$ cat config.mk
export PLATFORM = sky130hd
export DESIGN_NAME = uart_tx_ctrl_flat
export DESIGN_NICKNAME = d
export VERILOG_FILES = /design/src/rtl/uart_tx_ctrl_if.sv /design/src/rtl/uart_tx_ctrl.sv /design/src/flat_wrapper.sv
export SDC_FILE = /design/constraint.sdc
export NUM_CORES = 1
export LEC_CHECK = 0
export BUFFER_PORTS_ARGS = -buffer_cell sky130_fd_sc_hd__buf_2
export CAP_MARGIN = 20
export CORE_MARGIN = 2
export CORE_UTILIZATION = 50
export DETAILED_ROUTE_END_ITERATION = 16
export PLACE_DENSITY = 0.85
export SYNTH_ARGS = -nofsm -noshare
export SYNTH_HDL_FRONTEND = slang
export SYNTH_SLANG_ARGS = --single-unit
$ cat constraint.sdc
create_clock -name clk -period 4.5 [get_ports clk]
set_clock_uncertainty 0.1 [all_clocks]
set_input_delay 0.225 -clock clk [delete_from_list [all_inputs] [get_ports clk]]
set_output_delay 0.225 -clock clk [all_outputs]
set_load 0.1 [all_outputs]
$ cat src/rtl/uart_tx_ctrl_if.sv
// Bundle of the frame-controller signals: byte request side, serializer side and UART line.
// master = requester/serializer environment, slave = uart_tx_ctrl.
interface uart_tx_ctrl_if #(
   parameter int DATA_WIDTH = 8
);
   logic [DATA_WIDTH-1:0] P_DATA;
   logic                  Data_Valid;
   logic                  PAR_EN;
   logic                  PAR_TYP;
   logic                  Ser_Data;
   logic                  Ser_Done;
   logic                  Ser_En;
   logic [DATA_WIDTH-1:0] Ser_Word;
   logic                  TX_OUT;
   logic                  busy;
   logic                  tx_accept;
   logic                  tmo_err;

   modport master (
      output P_DATA, Data_Valid, PAR_EN, PAR_TYP, Ser_Data, Ser_Done,
      input  Ser_En, Ser_Word, TX_OUT, busy, tx_accept, tmo_err
   );

   modport slave (
      input  P_DATA, Data_Valid, PAR_EN, PAR_TYP, Ser_Data, Ser_Done,
      output Ser_En, Ser_Word, TX_OUT, busy, tx_accept, tmo_err
   );
endinterface

$ cat src/rtl/uart_tx_ctrl.sv
// UART transmit frame controller: start bit, serializer-driven data, optional parity, stop bits.
// Ser_Word presents the latched byte to the serializer, which loads it while Ser_En is low.
module uart_tx_ctrl #(
   parameter int DATA_WIDTH = 8,
   parameter int STOP_BITS  = 1,
   parameter int SER_TMO    = 12
) (
   input logic          clk,
   input logic          rst_n,
   uart_tx_ctrl_if.slave bus
);
   localparam int TMO_W = (SER_TMO > 2) ? $clog2(SER_TMO) : 1;
   localparam logic [TMO_W-1:0] TMO_LAST  = TMO_W'(SER_TMO - 1);
   localparam logic [1:0]       STOP_LAST = 2'(STOP_BITS - 1);

   typedef enum logic [2:0] {IDLE, START, DATA, PARITY, STOP} state_e;

   state_e                state_q;
   logic [DATA_WIDTH-1:0] data_q;
   logic                  parity_q;
   logic                  par_en_q;
   logic [1:0]            stop_cnt_q;
   logic [TMO_W-1:0]      tmo_cnt_q;
   logic                  tx_accept_q;
   logic                  tmo_err_q;

   logic stop_last;
   logic accept;
   logic tx_out;
   logic ser_en;

   assign stop_last = (state_q == STOP) && (stop_cnt_q == STOP_LAST);
   // The last stop cycle doubles as an acceptance slot so frames can run back to back.
   assign accept    = bus.Data_Valid && ((state_q == IDLE) || stop_last);

   // NOTE: sequential state uses non-blocking assignments only, so every register
   // samples the pre-edge values regardless of statement order.
   always_ff @(posedge clk or negedge rst_n) begin
      if (!rst_n) begin
         state_q     <= IDLE;
         data_q      <= '0;
         parity_q    <= 1'b0;
         par_en_q    <= 1'b0;
         stop_cnt_q  <= '0;
         tmo_cnt_q   <= '0;
         tx_accept_q <= 1'b0;
         tmo_err_q   <= 1'b0;
      end else begin
         tx_accept_q <= accept;
         if (accept) begin
            state_q   <= START;
            data_q    <= bus.P_DATA;
            par_en_q  <= bus.PAR_EN;
            parity_q  <= ^bus.P_DATA ^ bus.PAR_TYP;
            tmo_err_q <= 1'b0;
         end else begin
            case (state_q)
               START: begin
                  state_q   <= DATA;
                  tmo_cnt_q <= '0;
               end
               DATA: begin
                  // Ser_Done on the timeout cycle still counts as a normal finish.
                  if (bus.Ser_Done) begin
                     state_q    <= par_en_q ? PARITY : STOP;
                     stop_cnt_q <= '0;
                  end else if (tmo_cnt_q == TMO_LAST) begin
                     state_q    <= STOP;
                     stop_cnt_q <= '0;
                     tmo_err_q  <= 1'b1;
                  end else begin
                     tmo_cnt_q <= tmo_cnt_q + 1'b1;
                  end
               end
               PARITY: begin
                  state_q    <= STOP;
                  stop_cnt_q <= '0;
               end
               STOP: begin
                  if (stop_last) state_q <= IDLE;
                  else           stop_cnt_q <= stop_cnt_q + 2'd1;
               end
               default: state_q <= IDLE;
            endcase
         end
      end
   end

   // NOTE: defaults first, so no path through the case leaves an output unassigned
   // and no latch is inferred.
   always_comb begin
      tx_out = 1'b1;
      ser_en = 1'b0;
      case (state_q)
         START: begin
            tx_out = 1'b0;
            ser_en = 1'b1;
         end
         DATA: begin
            tx_out = bus.Ser_Data;
            ser_en = 1'b1;
         end
         PARITY:  tx_out = parity_q;
         default: ;
      endcase
   end

   assign bus.TX_OUT    = tx_out;
   assign bus.Ser_En    = ser_en;
   assign bus.Ser_Word  = data_q;
   assign bus.busy      = (state_q != IDLE);
   assign bus.tx_accept = tx_accept_q;
   assign bus.tmo_err   = tmo_err_q;
endmodule

$ cat src/flat_wrapper.sv
// flat-port wrapper written by rule: the top's interface ports become plain ports
module uart_tx_ctrl_flat 
#(
   parameter int DATA_WIDTH = 8,
   parameter int STOP_BITS  = 1,
   parameter int SER_TMO    = 12
)
  (clk, rst_n, bus_P_DATA, bus_Data_Valid, bus_PAR_EN, bus_PAR_TYP, bus_Ser_Data, bus_Ser_Done, bus_Ser_En, bus_Ser_Word, bus_TX_OUT, bus_busy, bus_tx_accept, bus_tmo_err);
  uart_tx_ctrl_if #(.DATA_WIDTH(DATA_WIDTH)) bus_i ();
  input logic clk;
  input logic rst_n;
  input wire logic [$bits(bus_i.P_DATA)-1:0] bus_P_DATA;
  input wire logic [$bits(bus_i.Data_Valid)-1:0] bus_Data_Valid;
  input wire logic [$bits(bus_i.PAR_EN)-1:0] bus_PAR_EN;
  input wire logic [$bits(bus_i.PAR_TYP)-1:0] bus_PAR_TYP;
  input wire logic [$bits(bus_i.Ser_Data)-1:0] bus_Ser_Data;
  input wire logic [$bits(bus_i.Ser_Done)-1:0] bus_Ser_Done;
  output wire logic [$bits(bus_i.Ser_En)-1:0] bus_Ser_En;
  output wire logic [$bits(bus_i.Ser_Word)-1:0] bus_Ser_Word;
  output wire logic [$bits(bus_i.TX_OUT)-1:0] bus_TX_OUT;
  output wire logic [$bits(bus_i.busy)-1:0] bus_busy;
  output wire logic [$bits(bus_i.tx_accept)-1:0] bus_tx_accept;
  output wire logic [$bits(bus_i.tmo_err)-1:0] bus_tmo_err;
  assign bus_i.P_DATA = bus_P_DATA;
  assign bus_i.Data_Valid = bus_Data_Valid;
  assign bus_i.PAR_EN = bus_PAR_EN;
  assign bus_i.PAR_TYP = bus_PAR_TYP;
  assign bus_i.Ser_Data = bus_Ser_Data;
  assign bus_i.Ser_Done = bus_Ser_Done;
  assign bus_Ser_En = bus_i.Ser_En;
  assign bus_Ser_Word = bus_i.Ser_Word;
  assign bus_TX_OUT = bus_i.TX_OUT;
  assign bus_busy = bus_i.busy;
  assign bus_tx_accept = bus_i.tx_accept;
  assign bus_tmo_err = bus_i.tmo_err;
  uart_tx_ctrl #(.DATA_WIDTH(DATA_WIDTH), .STOP_BITS(STOP_BITS), .SER_TMO(SER_TMO)) u_core (.clk(clk), .rst_n(rst_n), .bus(bus_i));
endmodule
==> impl_results.md <==
* Outcome: complete, no violations
* Root buffer cell: clkbuf_4
* Cells after synthesis at 97
* Setup violators final at 0
* DRC at 0
* Clock insertion delay at the later pin of the skew report at 300 ps
* Most frequent cells after synthesis: dfrtp_1 (21), nand2_1 (12), mux2_1 (5), nor2_1 (5)
* Slew @ Worst Pin at 613 ps
* WHS Endpoint: u_core.par_en_q
* RSZ-0062 raised after global routing: false
* DR vias at 780
* CP required at 4180 ps
* Syn-to-layout area delta at 16.8%
* TritonCTS clock tree: done
* Hold Slack at 32.2 ps
* Total grt overflow at 0
* R2R Path End: u_core.bus.Ser_Word[7]
* Seq/Total Area, Yosys at 0.493
* Number of buffers created by CTS at 3
* Worst min path class: input port to flop
* Synth top area cells: dfrtp_1 (49%), mux2_1 (5.3%), mux2_2 (4.2%)
* Crit-path cells: nand2b_1 -> a21oi_1 -> buf_2
* Avg Cell Area, Syn at 11.0 sq um
* Slowest-stage cell, CP: dfrtp_1
* I/O Pins at 28
* GRT Total Usage at 0.176
* Register bit total from synthesis at 21
* Hold wc startpoint: bus_PAR_EN
* Vias/cell at 5.13
* Total clock sinks at 21
* Max Root-Sink Buffers at 2
* Setup TNS at 0 ps
* Largest net degree at the start of global routing at 22
* Worst-path clk slew at 100 ps
* First-pass GRT wire length at 3290 um
* ANT nets after route at 0
* FF-to-FF Start: u_core.state_q[0]
* Post-Syn Area at 0.00107 sq mm
* Syn Nets at 114
* R2R Setup Slk at 2560 ps
* Yosys top cell by area: dfrtp_1
* CP Capture Type: output pin
* Max incr delay on CP at 610 ps
* CP top delay family: flip-flops
* Yosys top cell area share at 0.493
* Fin. Hold Viols at 0
* Slew margin rel. at 0.590
* Post-Place Cells at 147
* Initial core utilization at 0.538
* Final Max Slew Viols at 0
* Hold Path Stages at 2
* Die X at 50.2 um
* DR pass1 iterations at 4
* Max Clk Rate at 497 MHz
* Fin cells at 152
* R2R depth at 3
* Crit path max fanout at 12
* Top_reg_cell synth: dfrtp_1
* Vias in the first global route at 763
* Placer Congestion at 0.845
* Fraction of registers with async set/reset at 1.00
* Final min period at 2010 ps
* Initial antenna violation count at 0
* Synthesis warning total at 0
* CP Data Arrival Time at 1690 ps
* Post-synth EDFFs at 0
* Crit path launch type: flop
* DIE AREA at 0.00252 sq mm
* Max H-tree Level at 1
* Final wirelength at 1880 um
* WP buf/inv at 1
* Top-count cell post-synth: dfrtp_1
* Setup Buffers After CTS at 0
* Type of the worst setup path: flop to output pin
* Die height at 50.2 um
* Core Box Area at 0.00198 sq mm
* Rows at 16
* Routed length per instance at 12.4 um
* Fin nets at 143
* Final period util at 0.447
* Iteration-0 DRC Markers at 11
* Final antenna diode count at 0
* Final HPWL DP at 1440 um
* Share of cells above drive strength 1 at 0.288
* Port buffer count at 27
* Distinct cell type count after synthesis at 30
* Max-Cap Viols at 0
-- kinds of logic after synthesis --
group / Yosys count / synth area share
flops: 21 / 0.493
mux: 10 / 0.104
simple gates: 33 / 0.176
xor+xnor: 8 / 0.0786
fa+ha+maj: 2 / 0.0235
compound gates: 15 / 0.0857
buf+inv: 8 / 0.0387
-- registers in the layout, indices dropped and copies added, names as in the netlist --
register              count
u_core.stop_cnt_q         2
u_core.bus.tx_accept      1
u_core.bus.tmo_err        1
u_core.tmo_cnt_q          4
u_core.parity_q           1
u_core.bus.Ser_Word       8
u_core.par_en_q           1
u_core.state_q            3
-- timing repair --
item | in CTS | in global routing
hold endpoints to repair | 21 | 0
hold buffers | 1 | 0
gates resized for setup | 0 | 0
-- metal layers --
layer	share of wire	wire (um)	global-route usage	vias to the layer above
met3	0.062	117	0.0327	5
met4	0.022	41	0.0972	0
li1	-	-	-	391
met1	0.46	869	0.229	357
met2	0.45	854	0.276	27
met5	0	0	0	-
-- stage by stage --
| step | setup slack, ps | cell area (sq um) | utilization |
|---|---|---|---|
| floorplan | 1970 | 1070 | - |
| global placement | 2660 | 1210 | 0.610 |
| detailed placement | 2580 | 1210 | 0.610 |
| CTS | 2480 | 1240 | 0.628 |
| global route | 2370 | 1240 | 0.628 |
| finish | 2490 | 1240 | 0.628 |
-- cell type report --
class                      count  area (sq um)
inverter                       4          15.0
tap                           27          33.8
multi-input combinational     68           499
sequential                    21           526
clock buffer                   4          26.3
fill                         165           737
timing repair buffer          28           145
-- placed cells by master (no fill, tap or decap) --
| master | n |
|---|---|
| a22o_1 | 2 |
| dlygate4sd3_1 | 1 |
| a21oi_1 | 3 |
| o21a_1 | 2 |
| inv_1 | 4 |
| or2b_1 | 1 |
| nand4_1 | 1 |
| ha_1 | 2 |
| nand3_1 | 3 |
| or3_1 | 2 |
| buf_2 | 27 |
| nor2b_1 | 1 |
| o21ai_1 | 2 |
| xnor2_1 | 4 |
| mux2i_1 | 1 |
| o21ai_0 | 4 |
| nand2b_1 | 4 |
| mux2_2 | 4 |
| nor2_1 | 5 |
| dfrtp_1 | 21 |
| nor4b_4 | 1 |
| clkbuf_4 | 3 |
| nand2_1 | 12 |
| o31ai_1 | 1 |
| or4b_4 | 1 |
| xor2_1 | 3 |
| xnor3_1 | 1 |
| nand3b_1 | 1 |
| a31oi_1 | 1 |
| clkbuf_1 | 1 |
| mux2_1 | 5 |
| nor4_1 | 1 |
-- worst register-to-register path: stages, from the launching register on --
cell and delay [ps]:
dfrtp_1 540, nor2_1 230, nand3_1 480, mux2_1 490
-- worst max path at each step --
| stage | from | end | slack (ps) | depth (start not counted) |
|---|---|---|---|---|
| after floorplan | u_core.state_q[0] | bus_Ser_En | 1970 | 3 |
| after global placement | u_core.stop_cnt_q[0] | u_core.bus.Ser_Word[6] | 2660 | 5 |
| after detailed placement | u_core.state_q[0] | u_core.bus.Ser_Word[2] | 2580 | 3 |
| after CTS | u_core.state_q[0] | bus_Ser_En | 2480 | 3 |
| after global routing | u_core.state_q[0] | bus_Ser_En | 2370 | 3 |
| final | u_core.state_q[0] | bus_Ser_En | 2490 | 3 |
Power is not shown: default switching activity piles up to over one toggle a cycle in this logic, so the estimate is an artifact.
